==> config.mk <==
export PLATFORM = sky130hd
export DESIGN_NAME = dac8563_cmd_seq
export DESIGN_NICKNAME = d
export VERILOG_FILES = /design/src/rtl/dac8563_pkg.sv /design/src/rtl/dac8563_frame_rom.sv /design/src/rtl/dac8563_cmd_seq.sv
export SDC_FILE = /design/constraint.sdc
export NUM_CORES = 1
export LEC_CHECK = 0
export ABC_AREA = 1
export ABC_CLOCK_PERIOD_IN_PS = 3310
export CAP_MARGIN = 20
export CORE_MARGIN = 2
export CORE_UTILIZATION = 37
export DETAILED_ROUTE_END_ITERATION = 10
export DONT_BUFFER_PORTS = 1
export PLACE_DENSITY = 0.6
export SYNTH_ARGS = -nofsm -noshare
export SYNTH_HDL_FRONTEND = slang
export SYNTH_HIERARCHICAL = 1
export SYNTH_SLANG_ARGS = --single-unit
==> constraint.sdc <==
create_clock -name i_clk -period 3.31 [get_ports i_clk]
set_clock_uncertainty 0.1 [all_clocks]
set_input_delay 0.993 -clock i_clk [delete_from_list [all_inputs] [get_ports i_clk]]
set_output_delay 0.993 -clock i_clk [all_outputs]
set_load 0.01 [all_outputs]
==> src/rtl/dac8563_pkg.sv <==
// dac8563_pkg: shared definitions for the DAC8563 command sequencer.
//   - DAC8563 command / address field codes and a frame builder
//   - the four initialisation frame words
//   - SPI master state codes seen on i_spi_state
//   - sequencer FSM state enum and frame index constants
package dac8563_pkg;

    // 3-bit command field, frame bits [21:19]
    localparam logic [2:0] CMD_WR_IN       = 3'b000;  // write input register
    localparam logic [2:0] CMD_WR_UPD_ALL  = 3'b010;  // write input reg, update all DACs
    localparam logic [2:0] CMD_RESET       = 3'b101;
    localparam logic [2:0] CMD_LDAC        = 3'b110;
    localparam logic [2:0] CMD_REF         = 3'b111;

    // 3-bit address field, frame bits [18:16]
    localparam logic [2:0] ADDR_A          = 3'b000;
    localparam logic [2:0] ADDR_B          = 3'b001;
    localparam logic [2:0] ADDR_GAIN       = 3'b010;

    function automatic logic [23:0] mk_frame(input logic [2:0]  cmd,
                                             input logic [2:0]  addr,
                                             input logic [15:0] data);
        return {2'b00, cmd, addr, data};
    endfunction

    // Initialisation frames, sent in index order 0..3
    localparam logic [23:0] INIT_SW_RESET  = 24'h280001;  // software reset
    localparam logic [23:0] INIT_REF_ON    = 24'h380001;  // internal reference on
    localparam logic [23:0] INIT_LDAC_OFF  = 24'h300003;  // LDAC pins inactive, both channels
    localparam logic [23:0] INIT_GAIN2     = 24'h020000;  // gain 2, both channels

    // Frame indices: 0-3 init, 4 channel A, 5 channel B
    localparam logic [2:0] IDX_LAST_INIT   = 3'd3;
    localparam logic [2:0] IDX_A           = 3'd4;
    localparam logic [2:0] IDX_B           = 3'd5;

    // SPI master state codes
    localparam logic [2:0] SPI_IDLE        = 3'd0;
    localparam logic [2:0] SPI_DONE        = 3'd4;

    typedef enum logic [2:0] {
        S_POR,
        S_IDLE,
        S_LOAD,
        S_START,
        S_WAIT_ACK,
        S_WAIT_DONE,
        S_GAP
    } seq_state_e;

endpackage

==> src/rtl/dac8563_frame_rom.sv <==
// dac8563_frame_rom: combinational frame lookup.
//   i_idx   frame index (0-3 init, 4 channel A, 5 channel B)
//   i_a     channel A shadow code
//   i_b     channel B shadow code
//   o_word  24-bit DAC8563 frame for that index (0 for unused indices)
module dac8563_frame_rom
    import dac8563_pkg::*;
(
    input  logic [2:0]  i_idx,
    input  logic [15:0] i_a,
    input  logic [15:0] i_b,
    output logic [23:0] o_word
);

    always_comb begin
        o_word = '0;
        case (i_idx)
            3'd0:    o_word = INIT_SW_RESET;
            3'd1:    o_word = INIT_REF_ON;
            3'd2:    o_word = INIT_LDAC_OFF;
            3'd3:    o_word = INIT_GAIN2;
            IDX_A:   o_word = mk_frame(CMD_WR_IN, ADDR_A, i_a);
            // B also latches both DAC registers, so A and B move together here
            IDX_B:   o_word = mk_frame(CMD_WR_UPD_ALL, ADDR_B, i_b);
            default: o_word = '0;
        endcase
    end

endmodule

==> src/rtl/dac8563_cmd_seq.sv <==
// dac8563_cmd_seq: command sequencer in front of the DAC8563 SPI master.
// Plays the four-frame init sequence after a power-on delay, then turns
// i_update requests into an A/B frame pair, one frame per SPI transaction.
//   i_clk, i_fRST      clock, asynchronous active-low reset
//   i_ch_a_data/_b     16-bit channel codes, captured on i_update
//   i_update           one-cycle request to write both channels
//   i_spi_state        SPI master state (0 idle .. 4 done)
//   o_spi_start        start strobe, held until the master leaves idle
//   o_mosi_data        24-bit frame, stable for the whole transaction
//   o_init_done        sticky, init sequence completed
//   o_busy             high in every state except IDLE
//   o_err              sticky handshake timeout
module dac8563_cmd_seq
    import dac8563_pkg::*;
#(
    parameter int POR_DELAY = 20000,
    parameter int GAP       = 10,
    parameter int TIMEOUT   = 4096
) (
    input  logic        i_clk,
    input  logic        i_fRST,
    input  logic [15:0] i_ch_a_data,
    input  logic [15:0] i_ch_b_data,
    input  logic        i_update,
    input  logic [2:0]  i_spi_state,
    output logic        o_spi_start,
    output logic [23:0] o_mosi_data,
    output logic        o_init_done,
    output logic        o_busy,
    output logic        o_err
);

    localparam int PW = $clog2(POR_DELAY + 1);
    localparam int GW = $clog2(GAP + 1);
    localparam int TW = $clog2(TIMEOUT + 1);

    localparam logic [PW-1:0] POR_LAST = PW'(POR_DELAY - 1);
    localparam logic [GW-1:0] GAP_LAST = GW'(GAP - 1);
    localparam logic [TW-1:0] TO_LAST  = TW'(TIMEOUT - 1);

    seq_state_e    state_q, state_d;
    logic [PW-1:0] por_cnt_q, por_cnt_d;
    logic [GW-1:0] gap_cnt_q, gap_cnt_d;
    logic [TW-1:0] to_cnt_q, to_cnt_d;
    logic [2:0]    idx_q, idx_d;
    logic [15:0]   sh_a_q, sh_a_d;
    logic [15:0]   sh_b_q, sh_b_d;
    logic          pend_q, pend_d;
    logic          dead_q, dead_d;      // init aborted: ignore updates until reset
    logic          start_q, start_d;
    logic [23:0]   mosi_q, mosi_d;
    logic          init_done_q, init_done_d;
    logic          busy_q, busy_d;
    logic          err_q, err_d;
    logic [23:0]   rom_word;
    logic          abort;

    dac8563_frame_rom u_rom (
        .i_idx  (idx_q),
        .i_a    (sh_a_q),
        .i_b    (sh_b_q),
        .o_word (rom_word)
    );

    always_comb begin
        state_d     = state_q;
        por_cnt_d   = por_cnt_q;
        gap_cnt_d   = gap_cnt_q;
        to_cnt_d    = to_cnt_q;
        idx_d       = idx_q;
        sh_a_d      = sh_a_q;
        sh_b_d      = sh_b_q;
        pend_d      = pend_q;
        dead_d      = dead_q;
        start_d     = start_q;
        mosi_d      = mosi_q;
        init_done_d = init_done_q;
        err_d       = err_q;
        abort       = 1'b0;

        // Capture runs in every state; last request wins, no queueing.
        if (i_update) begin
            sh_a_d = i_ch_a_data;
            sh_b_d = i_ch_b_data;
            pend_d = 1'b1;
        end

        case (state_q)
            S_POR: begin
                if (por_cnt_q == POR_LAST) begin
                    state_d = S_LOAD;
                    idx_d   = 3'd0;
                end else begin
                    por_cnt_d = por_cnt_q + 1'b1;
                end
            end

            S_IDLE: begin
                // Look at i_update directly so a request in IDLE loads next cycle.
                if ((pend_q || i_update) && !dead_q) begin
                    state_d = S_LOAD;
                    idx_d   = IDX_A;
                end
            end

            S_LOAD: begin
                mosi_d  = rom_word;
                start_d = 1'b1;
                state_d = S_START;
                // A fresh request landing on this cycle stays pending.
                if (idx_q == IDX_A) pend_d = i_update;
            end

            S_START: begin
                to_cnt_d = '0;
                if (i_spi_state != SPI_IDLE) begin
                    start_d = 1'b0;
                    state_d = S_WAIT_DONE;
                end else begin
                    state_d = S_WAIT_ACK;
                end
            end

            S_WAIT_ACK: begin
                if (i_spi_state != SPI_IDLE) begin
                    start_d  = 1'b0;
                    state_d  = S_WAIT_DONE;
                    to_cnt_d = to_cnt_q + 1'b1;
                end else if (to_cnt_q == TO_LAST) begin
                    abort = 1'b1;
                end else begin
                    to_cnt_d = to_cnt_q + 1'b1;
                end
            end

            S_WAIT_DONE: begin
                if (i_spi_state == SPI_DONE) begin
                    state_d   = S_GAP;
                    gap_cnt_d = '0;
                end else if (to_cnt_q == TO_LAST) begin
                    abort = 1'b1;
                end else begin
                    to_cnt_d = to_cnt_q + 1'b1;
                end
            end

            S_GAP: begin
                if (gap_cnt_q == GAP_LAST) begin
                    if (idx_q < IDX_LAST_INIT) begin
                        idx_d   = idx_q + 3'd1;
                        state_d = S_LOAD;
                    end else if (idx_q == IDX_LAST_INIT) begin
                        init_done_d = 1'b1;
                        state_d     = S_IDLE;
                    end else if (idx_q == IDX_A) begin
                        idx_d   = IDX_B;
                        state_d = S_LOAD;
                    end else begin
                        state_d = S_IDLE;
                    end
                end else begin
                    gap_cnt_d = gap_cnt_q + 1'b1;
                end
            end

            default: state_d = S_IDLE;
        endcase

        // Timeout drops the current frame (and the rest of its pair).
        if (abort) begin
            err_d   = 1'b1;
            start_d = 1'b0;
            state_d = S_IDLE;
            if (idx_q <= IDX_LAST_INIT) dead_d = 1'b1;
        end

        busy_d = (state_d != S_IDLE);
    end

    always_ff @(posedge i_clk or negedge i_fRST) begin
        if (!i_fRST) begin
            state_q     <= S_POR;
            por_cnt_q   <= '0;
            gap_cnt_q   <= '0;
            to_cnt_q    <= '0;
            idx_q       <= '0;
            sh_a_q      <= '0;
            sh_b_q      <= '0;
            pend_q      <= 1'b0;
            dead_q      <= 1'b0;
            start_q     <= 1'b0;
            mosi_q      <= '0;
            init_done_q <= 1'b0;
            busy_q      <= 1'b1;
            err_q       <= 1'b0;
        end else begin
            state_q     <= state_d;
            por_cnt_q   <= por_cnt_d;
            gap_cnt_q   <= gap_cnt_d;
            to_cnt_q    <= to_cnt_d;
            idx_q       <= idx_d;
            sh_a_q      <= sh_a_d;
            sh_b_q      <= sh_b_d;
            pend_q      <= pend_d;
            dead_q      <= dead_d;
            start_q     <= start_d;
            mosi_q      <= mosi_d;
            init_done_q <= init_done_d;
            busy_q      <= busy_d;
            err_q       <= err_d;
        end
    end

    assign o_spi_start = start_q;
    assign o_mosi_data = mosi_q;
    assign o_init_done = init_done_q;
    assign o_busy      = busy_q;
    assign o_err       = err_q;

endmodule

==> flow_summary_export.csv <==
group,metric,value,unit
routing,routed_wl,11700,µm
placement,hpwlAfterDp,8390,µm
yosys,avgSynthCellArea,8.30,µm²
sta,hold_viol_final,0,
yosys,synth-xor-area-share,2.32,%
floorplanning,dieArea,0.0153,mm²
placement,place_congestion,0.859,
setup_path,cp.arrival,2280,ps
power_and_ir_drop,p_per_area,682,mW/mm²
setup_path,worst-path-buf-inv,0,
clock_network,cts_sinks,100,
clock_network,cts_htree_levels,3,
floorplanning,rows,43,
global_routing,grt_overflow,0,
yosys,synthMuxAreaShare,6.81,%
floorplanning,die_y,124,µm
sta,finalSetupTns,0,ps
clock_network,cts_made_buffers,9,
placement,place_inst,804,
yosys,yosysWarningCount,6,
floorplanning,core,0.0139,mm²
yosys,netlist.top_cell.by_area,"dfrtp_1",
layout,antennaDiodeCount,0,
global_routing,grt_max_degree,101,
yosys,syn_inst,638,
sta,setup_violations,0,
yosys,async_flop_share,100,%
routing,vias_per_cell,4.96,
clock_network,cts_tree,"done",
global_routing,grt_pass1_wl,19900,µm
yosys,ys_seq_area_share,47.3,%
setup_path,cp_max_fo,10,
layout,layout.cells.non_filler,820,
layout,area_growth,7.92,%
setup_path,end_kind,"register",
clock_network,post_cts_resized,0,
setup_path,startpoint_type,"register",
power_and_ir_drop,leakagePower,2.77,nW
routing,dr.pass1.iters,5,
floorplanning,start_util,38.0,%
clock_network,clk_path_buf_depth,2,
setup_path,crit_type,"register to register",
clock_network,cts.clk_slew.worst_paths,70,ps
setup_path,crit_slowest_cell,"dfrtp_1",
routing,drc,0,
sta,rsz0062_at_grt,"false",
clock_network,clk_latency,350,ps
layout,final_layout_size_suffix_gt1_share,14.1,%
global_routing,grt_usage,16.7,%
run_status,status,"completed",
yosys,syn_area,0.00529,mm²
power_and_ir_drop,ir_worst_vdd,0.422,mV
yosys,synthAdderAreaFrac,1.65,%
floorplanning,ios,66,
routing,drtIter0Drc,224,
clock_network,cts_hold_buffers,0,
job,maxCapViolCount,0,
sta,post-route-period-util,64.1,%
yosys,yosys-top-cells-area,"dfrtp_1 47%, nand2_1 15%, mux2_2 6.8%",
yosys,yosysUniqueCellTypes,44,
global_routing,grt_pass1_vias,4107,
floorplanning,die_w,124,µm
layout,nNetsFinal,680,
yosys,ys_seq_elements,100,
yosys,postSynth.topFlopCell,"dfrtp_1",
worst_hold_path,hold_path.class,"primary input to async pin",
setup_path,crit_family,"simple AND/OR/NAND/NOR gates",
yosys,synth_compound_area_share,4.51,%
routing,vias,4067,
clock_network,cts_setup_buffers,0,
setup_path,critPathRequiredTime,3470,ps
placement,portBuffers,0,
global_routing,antenna_found_initial,0,
routing,avgRoutedWirePerCell,14.2,µm
clock_network,clockRootBuffer,"clkbuf_16",
yosys,synth_edf_count,0,
setup_path,crit_path_max_incr_delay,510,ps
setup_path,crit_chain,"ha_1 > ha_1 > or2_2 > nand2_1 > nand2_1 > o21ai_0 > nand3_2 > o21ai_0",
sta,fin_crit,2120,ps
routing,ant_nets,0,
sta,final_max_slew_viol_count,0,
sta,max_freq,0.471,GHz
yosys,synth_top_area_share,46.8,%
yosys,synth_top_family_by_area,"simple AND/OR/NAND/NOR gates",
yosys,synthSimpleGateAreaFrac,30.0,%
## through the flow
stage	utilization (%)	hold slack, ps	power, W	cell area (µm²)	setup slack [ps]
after floorplan	-	350	0.00264	5300	1290
after global placement	38.8	367	0.00285	5410	1140
after detailed placement	38.8	379	0.00287	5410	1110
after CTS	41.0	223	0.00394	5710	1210
after global routing	41.0	221	0.00418	5710	1020
final	41.0	237	0.00389	5710	1190
## Yosys cell counts, types with 2 or more instances
library cell / number
nand2_1: 216
dfrtp_1: 99
inv_1: 53
nor2_1: 48
nand3_1: 46
mux2_2: 32
o21ai_0: 26
nor3_1: 11
nand4_1: 10
xor2_1: 10
buf_2: 8
inv_2: 8
a21oi_1: 7
ha_1: 7
nand2_2: 6
nor2_4: 6
buf_6: 5
nand3_2: 4
xnor2_1: 4
buf_4: 3
nor2_2: 3
nand2_4: 2
nand3b_1: 2
or2_2: 2
## path summary, 6_finish.rpt
check | startpoint | endpoint | slack, ps | cells after the start
worst max-delay path | idx_q[0]$_DFFE_PN0P_ | idx_q[2]$_DFFE_PN0P_ | 1190 | 8
worst min-delay path | i_fRST | gap_cnt_q[2]$_DFFE_PN0P_ | 240 | 0
worst max register to register | idx_q[0]$_DFFE_PN0P_ | idx_q[2]$_DFFE_PN0P_ | 1190 | 8
worst min register to register | dead_q$_DFFE_PN0P_ | dead_q$_DFFE_PN0P_ | 400 | 2
max in group asynchronous | i_fRST | sh_a_q[0]$_DFFE_PN0P_ | 2680 | 0
min in group i_clk | dead_q$_DFFE_PN0P_ | dead_q$_DFFE_PN0P_ | 400 | 2
## area by class of cell
class	count	area (µm²)
Fill cell	1426	8220
Sequential cell	100	2500
Multi-Input combinational cell	458	2410
Inverter	64	253
Clock buffer	10	239
Tap cell	180	225
Clock inverter	6	68.8
Timing Repair Buffer	2	15.0
## power breakdown
group / switching, W / internal, W / total, W
Sequential: 0.000298 / 0.00149 / 0.00179
Clock: 0.000502 / 0.000553 / 0.00105
Combinational: 0.000688 / 0.000359 / 0.00105
Total: 0.00149 / 0.00241 / 0.00389
## layout by cell type (no fill, tap or decap), types with 7 or more instances in the layout
master,synthesis,layout
a21oi_1,7,7
clkbuf_16,0,9
dfrtp_1,99,99
ha_1,7,7
inv_1,53,53
inv_2,8,8
mux2_2,32,32
nand2_1,216,216
nand3_1,46,46
nand4_1,10,10
nor2_1,48,48
nor3_1,11,11
o21ai_0,26,26
xor2_1,10,10
## sequential cells by signal, summed over array words and instances, names as in the netlist
| register | count |
|---|---|
| o_mosi_data | 24 |
| sh_a_q | 16 |
| sh_b_q | 16 |
| por_cnt_q | 15 |
| to_cnt_q | 13 |
| gap_cnt_q | 4 |
| idx_q | 3 |
| state_q | 3 |
| dead_q | 1 |
| o_busy | 1 |
| o_err | 1 |
| o_init_done | 1 |
| o_spi_start | 1 |
| pend_q | 1 |
## routing by layer
metal / track usage, % / vias up / wire (µm)
met2: 27.5 / 95 / 5650
met4: 4.97 / 0 / 151
li1: - / 2025 / -
met5: 0 / - / 0
met3: 6.00 / 12 / 860
met1: 20.5 / 1935 / 4990
## cells by family (layout without fill, tap and decap cells)
group | Yosys count | after routing
AND/OR/NAND/NOR | 359 | 359
flip-flops | 100 | 100
buffers and inverters | 82 | 82
AO/OA/AOI/OAI | 43 | 43
multiplexers | 32 | 32
XOR/XNOR | 14 | 14
adder cells (fa/ha/maj) | 7 | 7
other | 1 | 3
## worst register-to-register path: stages (launching register included)
cell and delay [ps]:
dfrtp_1 510, ha_1 270, ha_1 190, or2_2 290, nand2_1 120, nand2_1 60
o21ai_0 110, nand3_2 160, o21ai_0 220
Note: power is estimated with default switching activity, not from simulation.
